### config.mk
export PLATFORM = sky130hd
export DESIGN_NAME = mux_n_1_stream
export DESIGN_NICKNAME = d
export VERILOG_FILES = /design/src/rtl/mux_pkg.sv /design/src/rtl/mux_n_1_stream_rr_arbiter_n.sv /design/src/rtl/mux_n_1_stream.sv
export SDC_FILE = /design/constraint.sdc
export NUM_CORES = 1
export LEC_CHECK = 0
export CAP_MARGIN = 20
export CORE_ASPECT_RATIO = 0.6
export CORE_MARGIN = 1.5
export CORE_UTILIZATION = 28
export CTS_CLUSTER_DIAMETER = 150
export DETAILED_ROUTE_END_ITERATION = 8
export PLACE_DENSITY = 0.74
export SYNTH_ARGS = -nofsm -noshare
export SYNTH_HDL_FRONTEND = slang
export SYNTH_HIERARCHICAL = 1
export SYNTH_SLANG_ARGS = --single-unit
### constraint.sdc
create_clock -name clk -period 1.38 [get_ports clk]
set_input_delay 0.276 -clock clk [delete_from_list [all_inputs] [get_ports clk]]
set_output_delay 0.276 -clock clk [all_outputs]
set_load 0.05 [all_outputs]
### src/rtl/mux_pkg.sv
// Shared constants and helpers for the registered N:1 stream multiplexer.
package mux_pkg;

    localparam int MODE_SEL = 0;
    localparam int MODE_RR  = 1;

    // Select width that is never zero, so a port of that width is always legal.
    function automatic int clog2_min1(input int n);
        return (n <= 2) ? 1 : $clog2(n);
    endfunction

endpackage

### src/rtl/mux_n_1_stream_rr_arbiter_n.sv
// Round-robin arbiter: grants the first requester after the last winner, wrapping.
module rr_arbiter_n
    import mux_pkg::*;
#(
    parameter  int N    = 4,
    localparam int SELW = clog2_min1(N)
) (
    input  logic [N-1:0]    req,
    input  logic [SELW-1:0] last,
    input  logic            enable,
    output logic [N-1:0]    grant
);

    logic            found;
    logic [SELW-1:0] idx;

    always_comb begin
        grant = '0;
        found = 1'b0;
        idx   = '0;
        // Channel (last+1) mod N is tried first; last itself is tried at the end.
        for (int k = 1; k <= N; k++) begin
            idx = SELW'((int'(last) + k) % N);
            if (enable && !found && req[idx]) begin
                grant[idx] = 1'b1;
                found      = 1'b1;
            end
        end
    end

endmodule

### src/rtl/mux_n_1_stream.sv
// Registered N:1 valid/ready multiplexer with external-select or round-robin selection.
module mux_n_1_stream
    import mux_pkg::*;
#(
    parameter  int WIDTH = 8,
    parameter  int N     = 4,
    parameter  int MODE  = MODE_SEL,
    localparam int SELW  = clog2_min1(N)
) (
    input  logic               clk,
    input  logic               rst,
    input  logic [SELW-1:0]    sel,
    input  logic [N-1:0]       in_valid,
    input  logic [N*WIDTH-1:0] in_data,
    output logic [N-1:0]       in_ready,
    output logic               out_valid,
    output logic [WIDTH-1:0]   out_data,
    output logic [SELW-1:0]    out_chan,
    input  logic               out_ready
);

    logic             load;
    logic             xfer;
    logic [N-1:0]     grant;
    logic [WIDTH-1:0] nxt_data;
    logic [SELW-1:0]  nxt_chan;

    assign load = !out_valid || out_ready;

    generate
        if (MODE == MODE_RR) begin : g_rr
            logic [SELW-1:0] last;

            rr_arbiter_n #(.N(N)) u_arb (
                .req    (in_valid),
                .last   (last),
                .enable (load),
                .grant  (grant)
            );

            // Pointer moves only on a real transfer, so stalls keep priority fixed.
            always_ff @(posedge clk) begin
                if (rst)       last <= SELW'(N - 1);
                else if (xfer) last <= nxt_chan;
            end
        end else begin : g_sel
            // Out-of-range select matches no channel and grants nothing.
            always_comb begin
                grant = '0;
                for (int i = 0; i < N; i++)
                    if (int'(sel) == i) grant[i] = in_valid[i];
            end
        end
    endgenerate

    // Only the granted (hence valid) channel is ever read.
    always_comb begin
        nxt_data = '0;
        nxt_chan = '0;
        for (int i = 0; i < N; i++) begin
            if (grant[i]) begin
                nxt_data = in_data[i*WIDTH +: WIDTH];
                nxt_chan = SELW'(i);
            end
        end
    end

    assign in_ready = grant & {N{load}};
    assign xfer     = |in_ready;

    always_ff @(posedge clk) begin
        if (rst) begin
            out_valid <= 1'b0;
            out_data  <= '0;
            out_chan  <= '0;
        end else if (load) begin
            out_valid <= xfer;
            if (xfer) begin
                out_data <= nxt_data;
                out_chan <= nxt_chan;
            end
        end
    end

endmodule

# Yosys cells after proc, flatten, opt, wreduce, memory -nomap -nowiden
# Index checks and enable logic that the tools add are counted.
# op_classes
shift	0
div_mod_pow	0
n_mux	11
n_mul	0
n_addsub	0
reduce_logical	5
order_cmp	0
n_eq_ne	3
bitwise_logic	1
# ops
operator	count
two-way mux 8 bit	4
two-way mux 1 bit	5
AND 4 bit	1
equality test 2 bit, second input constant	2
two-way mux 2 bit	2
OR reduction 4 bit	1
equality test 2 x 1 -> 1 bit, second input constant	1
logical NOT 2 bit	1
AND reduction 2 bit	1
logical NOT 1 bit	1
logical OR 1 bit	1
# totals
output_inout_bits	15
memories	0
wordCells	23
latch_bits	0
in_bits	41
mem_bits_ro	0
regBits	11
mem_bits_rw	0

# Longest topological paths before layout
# Gate-level depths: netlist of run 1.
# depth
depth_word	6
ltp_mapped	6

# Least setup slack after synthesis of run 1
# No wires, ideal clock.
# synth_timing
kind	register -> output
from	register out_valid
to	output in_ready[1]
path_buffers	0
arrival_time_ns	1.803
setup_slack_ns	-0.699
required_time_ns	1.104
stages_incl_launch_ff	3
path_cell_list	dfxtp_1 > nor2b_1 > nor3_1
# synth_via
elab_chain_cells	3
# synth_rtl
item	line_no	text
from (decl)	mux_n_1_stream.sv:16	output logic out_valid,
from (signal assigned)	mux_n_1_stream.sv:77	out_valid <= xfer;
logical NOT 1 bit	mux_n_1_stream.sv:28	assign load = !out_valid || out_ready;
logical OR 1 bit	mux_n_1_stream.sv:28	
AND 4 bit	mux_n_1_stream.sv:68	assign in_ready = grant & {N{load}};
to (decl)	mux_n_1_stream.sv:15	output logic [N-1:0] in_ready,
# Every way passes these cells.

# Worst setup path in the final report of run 1
# layout_timing
from	register out_valid
to	output in_ready[0]
# Same word-level chain as after synthesis.

==> flow_metrics.py, run 1 <==
metrics = {
    "sta": {
        "fmax_ghz": 0.7046,
        "worstMarginPinSlew_ns": 0.4783,
        "post-route-min-period_ns": 1.419,
        "fin_ws_ns": -0.03922,
        "hold_violations": 0,
        "period_share_pct": 102.8,
        "drv_slew": 0,
        "relSlewSlack_pct": 67.97,
        "setup-tns-final_ns": -0.03922,
        "setup_viol_count_final": 1,
        "rsz0062_at_grt": "yes",
        "fin_worst_skew_ns": 0.003243,
    },
    "place": {
        "globalplace.congestion": 0.8333,
        "dp_cells": 166,
        "placed_area_sq_mm": 0.001525,
        "place_ws_ns": -0.7063,
        "hpwl_microns": 2220,
        "port_buffers": 55,
    },
    "outcome": {
        "violations": "setup timing",
        "outcome": "finished with violations",
    },
    "pwr": {
        "power_density_mw_per_mm2": 760.7,
        "netSwitchingPower_w": 0.0004248,
        "p_int_w": 0.0008506,
        "p_leak_nw": 0.6352,
        "p_sw_share_pct": 33.31,
        "peakVddDrop_mv": 0.6006,
        "comb_power_share_pct": 45.7,
        "clockPowerShare_pct": 25.4,
        "seqPwrFrac_pct": 28.9,
    },
    "global_routing": {
        "gr-total-overflow": 0,
        "grt_max_degree": 17,
        "grt_pass1_vias": 842,
        "grt_use_met1_pct": 30.29,
        "use_met3_pct": 9.615,
        "grt_pass1_wl_microns": 4422,
        "grt_use_met2_pct": 38.25,
        "busiest_layer": "met2",
        "antenna_found_initial": 0,
        "grt_use_total_pct": 23.98,
    },
    "hold_path": {
        "hold_start": "sel[0]",
        "whs_endpoint": "out_chan[0]$_SDFFE_PP0P_",
        "min_path_cells": 3,
        "hold_class": "input pin to flop",
    },
    "worst_setup_path": {
        "rrSetupSlack_ns": 0.18,
        "crit_path_end_kind": "output pin",
        "r2r_end": "out_data[5]$_SDFFE_PP0P_",
        "r2r-start": "out_valid$_SDFFE_PP0N_",
        "start_kind": "flop",
        "required_ns": 1.10,
        "critPathMaxFanout": 3,
        "rr_worst_depth": 4,
        "crit_arrival_ns": 1.14,
        "crit_type": "flop to output pin",
    },
    "clock_network": {
        "cts_tree": "yes",
        "cts_sinks": 11,
        "hold_buffers": 0,
        "cts.clk_slew.worst_paths_ns": 0.05,
        "root_buffer": "clkbuf_8",
        "worstSkewPairLatency_ns": 0.24,
        "cts_buffers": 3,
        "cts_max_path_buffers": 2,
        "cts_htree_levels": 1,
    },
    "routing": {
        "vias": 1005,
        "avgViaCountPerCell": 5.743,
        "routed_wirelength_microns": 3396,
        "drc_errors": 0,
        "first_pass_iters": 4,
        "ant_nets": 0,
        "wire_per_inst_microns": 19.41,
        "drt_iter0_markers": 75,
    },
    "floorplan": {
        "die_area_sq_mm": 0.002736,
        "rows": 13,
        "core_sq_mm": 0.002228,
        "io_pins": 56,
        "dieHeight_microns": 41.12,
        "die_w_microns": 66.54,
        "initial_core_util_pct": 30.43,
    },
    "run": {
        "drv_cap": 0,
    },
    "logic_synthesis": {
        "ys_seq_elements": 11,
        "synth_async_sr_flop_share_pct": 0,
        "synth_seq_area_share_pct": 32.47,
        "syn_avg_cell_area_sq_um": 9.290,
        "ys_warn_count": 6,
        "syn_inst": 73,
        "synth_area_sq_um": 678.2,
        "synth_ff_type": "dfxtp_1",
        "synth-edff-count": 0,
        "synth_cell_types": 24,
        "syn-num-nets": 114,
    },
    "final_layout": {
        "areaGrowthSynthToFinish_pct": 147.2,
        "layout.cells.non_filler": 175,
        "layout-drive-gt1-share_pct": 39.31,
        "final_area_sq_mm": 0.001677,
        "diodes": 0,
        "layout.nets": 187,
        "final_core_util_pct": 75.24,
    },
}
-- cell families after synthesis --
| logic type | count (synthesis) | share of synthesized area [%] |
|---|---|---|
| DFF | 11 | 32.47 |
| muxes | 4 | 7.933 |
| buffers and inverters | 6 | 6.456 |
| and+or+nand+nor | 25 | 20.48 |
| AOI/OAI and AO/OA | 27 | 32.66 |
-- worst max-delay path, stage by stage (launching register included) --
cell     delay, ns
dfxtp_2       0.33
or2b_4        0.27
and2_4        0.16
buf_12        0.14
-- power groups by stage --
stage | Sequential, W | Combinational, W | Clock, W
floorplan | 0.000443 | 0.000156 | 0
global placement | 0.000375 | 0.000510 | 0
detailed placement | 0.000374 | 0.000519 | 0
CTS | 0.000367 | 0.000562 | 0.000334
global route | 0.000370 | 0.000605 | 0.000350
finish | 0.000369 | 0.000582 | 0.000324
-- synth_stat cells (2+ instances only) --
master	number	area share [%]
a221oi_1	8	10
buf_2	2	1.5
dfxtp_1	11	32
mux2i_1	2	3.0
nand2_1	2	1.1
nand3_1	9	6.6
nor2_1	6	3.3
nor2b_1	2	1.8
o221ai_1	8	10
o31ai_1	9	10
-- metal layers --
layer  share of wire, %  vias to the layer above
li1                   -                      453
met1                 42                      478
met2                 45                       64
met3                 10                       10
met4                2.4                        0
met5                  0                        -
-- sequential cells by signal, summed over array words and instances, names as in the netlist --
register / flops
out_chan: 2
out_valid: 1
out_data: 8
-- per-stage QoR --
step,total power [W],hold WS [ns]
4_1_cts,0.001263,0.4675
2_1_floorplan,0.0005992,0.3410
5_1_grt,0.001325,0.4282
6_report,0.001275,0.3795
3_3_place_gp,0.0008850,0.4973
3_5_place_dp,0.0008939,0.5060
-- worst max path at each step --
stage	startpoint	end	slack, ns	cells after the start
detailed placement	sel[0]	out_data[2]$_SDFFE_PP0P_	-0.71	6
CTS	out_valid$_SDFFE_PP0N_	in_ready[0]	-0.04	3
floorplan	out_valid$_SDFFE_PP0N_	in_ready[1]	0.002	2
finish	out_valid$_SDFFE_PP0N_	in_ready[0]	-0.04	3
global placement	sel[0]	out_data[6]$_SDFFE_PP0P_	-0.54	6
global route	out_valid$_SDFFE_PP0N_	in_ready[0]	-0.07	3
-- cell usage in the layout (no fill, tap or decap), types with 3 or more instances in the layout --
master | netlist | routed
buf_4 | 0 | 12
buf_6 | 1 | 4
nand3_1 | 9 | 8
buf_12 | 0 | 16
dfxtp_1 | 11 | 10
nor2_1 | 6 | 3
nor2_4 | 0 | 3
o221ai_1 | 8 | 8
clkbuf_8 | 0 | 3
a221oi_1 | 8 | 8
dlygate4sd2_1 | 0 | 4
clkdlybuf4s50_1 | 0 | 33
o31ai_1 | 9 | 6
-- cell type report --
class	instances	area, sq um
timing repair buffer	71	837.1
multi-input combinational	58	531.8
fill	141	551.8
inverter	1	3.754
tap	30	37.54
clock buffer	4	45.04
sequential	11	221.5
-- what timing repair did --
action                                  in CTS  in global routing
endpoints found under the setup margin      15                  8
buffers inserted                             4                  0
gates resized for setup                     24                  7
pin swaps                                    3                  3
cloned                                       2                  0
Note: power is estimated with default switching activity, not from simulation.
==> inputs of run 2 (changes only) <==
CORE_ASPECT_RATIO = not set   (was 0.6)
==> flow_metrics.py, run 2 (synthesis gave the netlist of run 1 again) <==
metrics = {
    "outcome": {
        "outcome": "finished with violations",
        "violations": "setup timing",
    },
    "floorplan": {
        "io_pins": 56,
        "initial_core_util_pct": 30.08,
        "dieHeight_microns": 52.22,
        "die_area_sq_mm": 0.002726,
        "die_w_microns": 52.22,
        "rows": 17,
        "core_sq_mm": 0.002255,
    },
    "global_routing": {
        "grt_pass1_wl_microns": 4126,
        "grt_max_degree": 18,
        "gr-total-overflow": 0,
        "grt_use_total_pct": 20.16,
        "grt_pass1_vias": 939,
        "antenna_found_initial": 0,
    },
    "sta": {
        "relSlewSlack_pct": 63.83,
        "fin_ws_ns": -0.03355,
        "drv_slew": 0,
        "hold_violations": 0,
        "setup_viol_count_final": 1,
        "fin_worst_skew_ns": 0.005686,
        "worstMarginPinSlew_ns": 0.5405,
        "period_share_pct": 102.4,
        "post-route-min-period_ns": 1.414,
        "rsz0062_at_grt": "yes",
        "holdWs_ns": 0.4769,
        "fmax_ghz": 0.7074,
    },
    "final_layout": {
        "mostFrequentLayoutCells": "33 x clkdlybuf4s50_1, 16 x buf_12, 11 x buf_4",
        "largest-register": "out_data",
        "final_area_sq_mm": 0.001548,
        "final_core_util_pct": 68.65,
        "final_common_cell": "clkdlybuf4s50_1",
        "layout-drive-gt1-share_pct": 33.57,
        "layout.nets": 182,
        "top_regs": "out_data (8), out_chan (2), out_valid (1)",
        "areaGrowthSynthToFinish_pct": 128.2,
        "fill_cells": 181,
        "largest_reg_flops": 8,
        "diodes": 0,
    },
    "pwr": {
        "peakVddDrop_mv": 0.4575,
        "p_leak_nw": 0.5885,
        "power_density_mw_per_mm2": 710.7,
        "finalPower_w": 0.001100,
    },
    "routing": {
        "routed_wirelength_microns": 2553,
        "wire_per_inst_microns": 15.20,
        "drc_errors": 0,
        "ant_nets": 0,
        "avgViaCountPerCell": 5.470,
        "drt_iter0_markers": 11,
        "vias": 919,
        "first_pass_iters": 4,
    },
    "clock_network": {
        "cts_buffers": 3,
        "cts_sinks": 11,
        "cts_tree": "yes",
        "root_buffer": "clkbuf_4",
        "cts_max_path_buffers": 2,
        "cts.clk_slew.worst_paths_ns": 0.08,
        "cts_htree_levels": 1,
        "worstSkewPairLatency_ns": 0.26,
        "hold_buffers": 0,
    },
    "hold_path": {
        "hold_class": "input pin to flop",
    },
    "worst_setup_path": {
        "required_ns": 1.10,
        "path_cells": "or2b_4, and2_4, buf_12",
        "critPathMaxFanout": 3,
        "crit_arrival_ns": 1.14,
        "rrSetupSlack_ns": 0.21,
        "start_kind": "flop",
        "crit_path_end_kind": "output pin",
        "slowest_delay_ns": 0.34,
        "critical_path.slowest_cell": "dfxtp_2",
        "crit_type": "flop to output pin",
    },
    "place": {
        "globalplace.congestion": 0.7633,
        "port_buffers": 55,
        "hpwl_microns": 1967,
        "placed_area_sq_mm": 0.001508,
        "place_ws_ns": -0.6002,
    },
    "run": {
        "drv_cap": 0,
    },
}
run 2: changes by cell type in the layout (fill, tap and decap cells not counted), sizes merged:
cell / change
buf: -2
clkdlybuf4s15: -1
nand2: -2
run 2: path summary, 6_finish.rpt:
path	startpoint	end	cells after the start
worst max-delay path	out_valid$_SDFFE_PP0N_	in_ready[0]	3
worst min register to register	out_data[5]$_SDFFE_PP0P_	out_data[5]$_SDFFE_PP0P_	2
worst max register to register	out_valid$_SDFFE_PP0N_	out_data[2]$_SDFFE_PP0P_	5
worst min-delay path	in_valid[1]	out_chan[0]$_SDFFE_PP0P_	4
run 2: layout make-up:
type,count,area [sq um],area share (%)
inverters,1,3.754,0.2425
repair buffers,68,794.5,51.33
flip-flops and latches,11,221.5,14.31
well taps,28,35.03,2.264
clock buffers,4,26.28,1.698
multi-input cells,56,466.7,30.15
run 2: worst max-delay path: cells and delay by family (launching register included):
kind | cells | cell delay [ns]
flip-flops | 1 | 0.34
buffers and inverters | 1 | 0.14
AND/OR/NAND/NOR | 2 | 0.40
run 2: per-stage QoR:
stage	setup TNS, ns	cells
after floorplan	0	73
after global placement	-6.478	162
after detailed placement	-7.384	162
after CTS	-0.05979	168
after global routing	-0.1033	168
final	-0.03355	168
run 2: layer usage:
metal	global-route usage [%]	wire, microns	share of wire [%]	vias to the layer above
met3	4.571	285	11	2
met5	0	0	0	-
met2	32.49	1211	47	51
li1	-	-	-	438
met4	8.547	17	0.67	0
met1	25.75	1039	41	428
run 2: power breakdown:
group | total, W | internal, W | switching (W) | leakage [nW]
combinational | 0.000515 | 0.000282 | 0.000233 | 0.483
clock | 0.000219 | 0.000112 | 0.000108 | 0.0150
sequential | 0.000366 | 0.000342 | 0.0000240 | 0.0904
total | 0.00110 | 0.000736 | 0.000364 | 0.588
run 2: timing repair:
action	4_1_cts	5_1_grt
pin swaps	2	3
setup endpoints to repair	15	7
buffers inserted	2	0
gates resized for setup	16	5
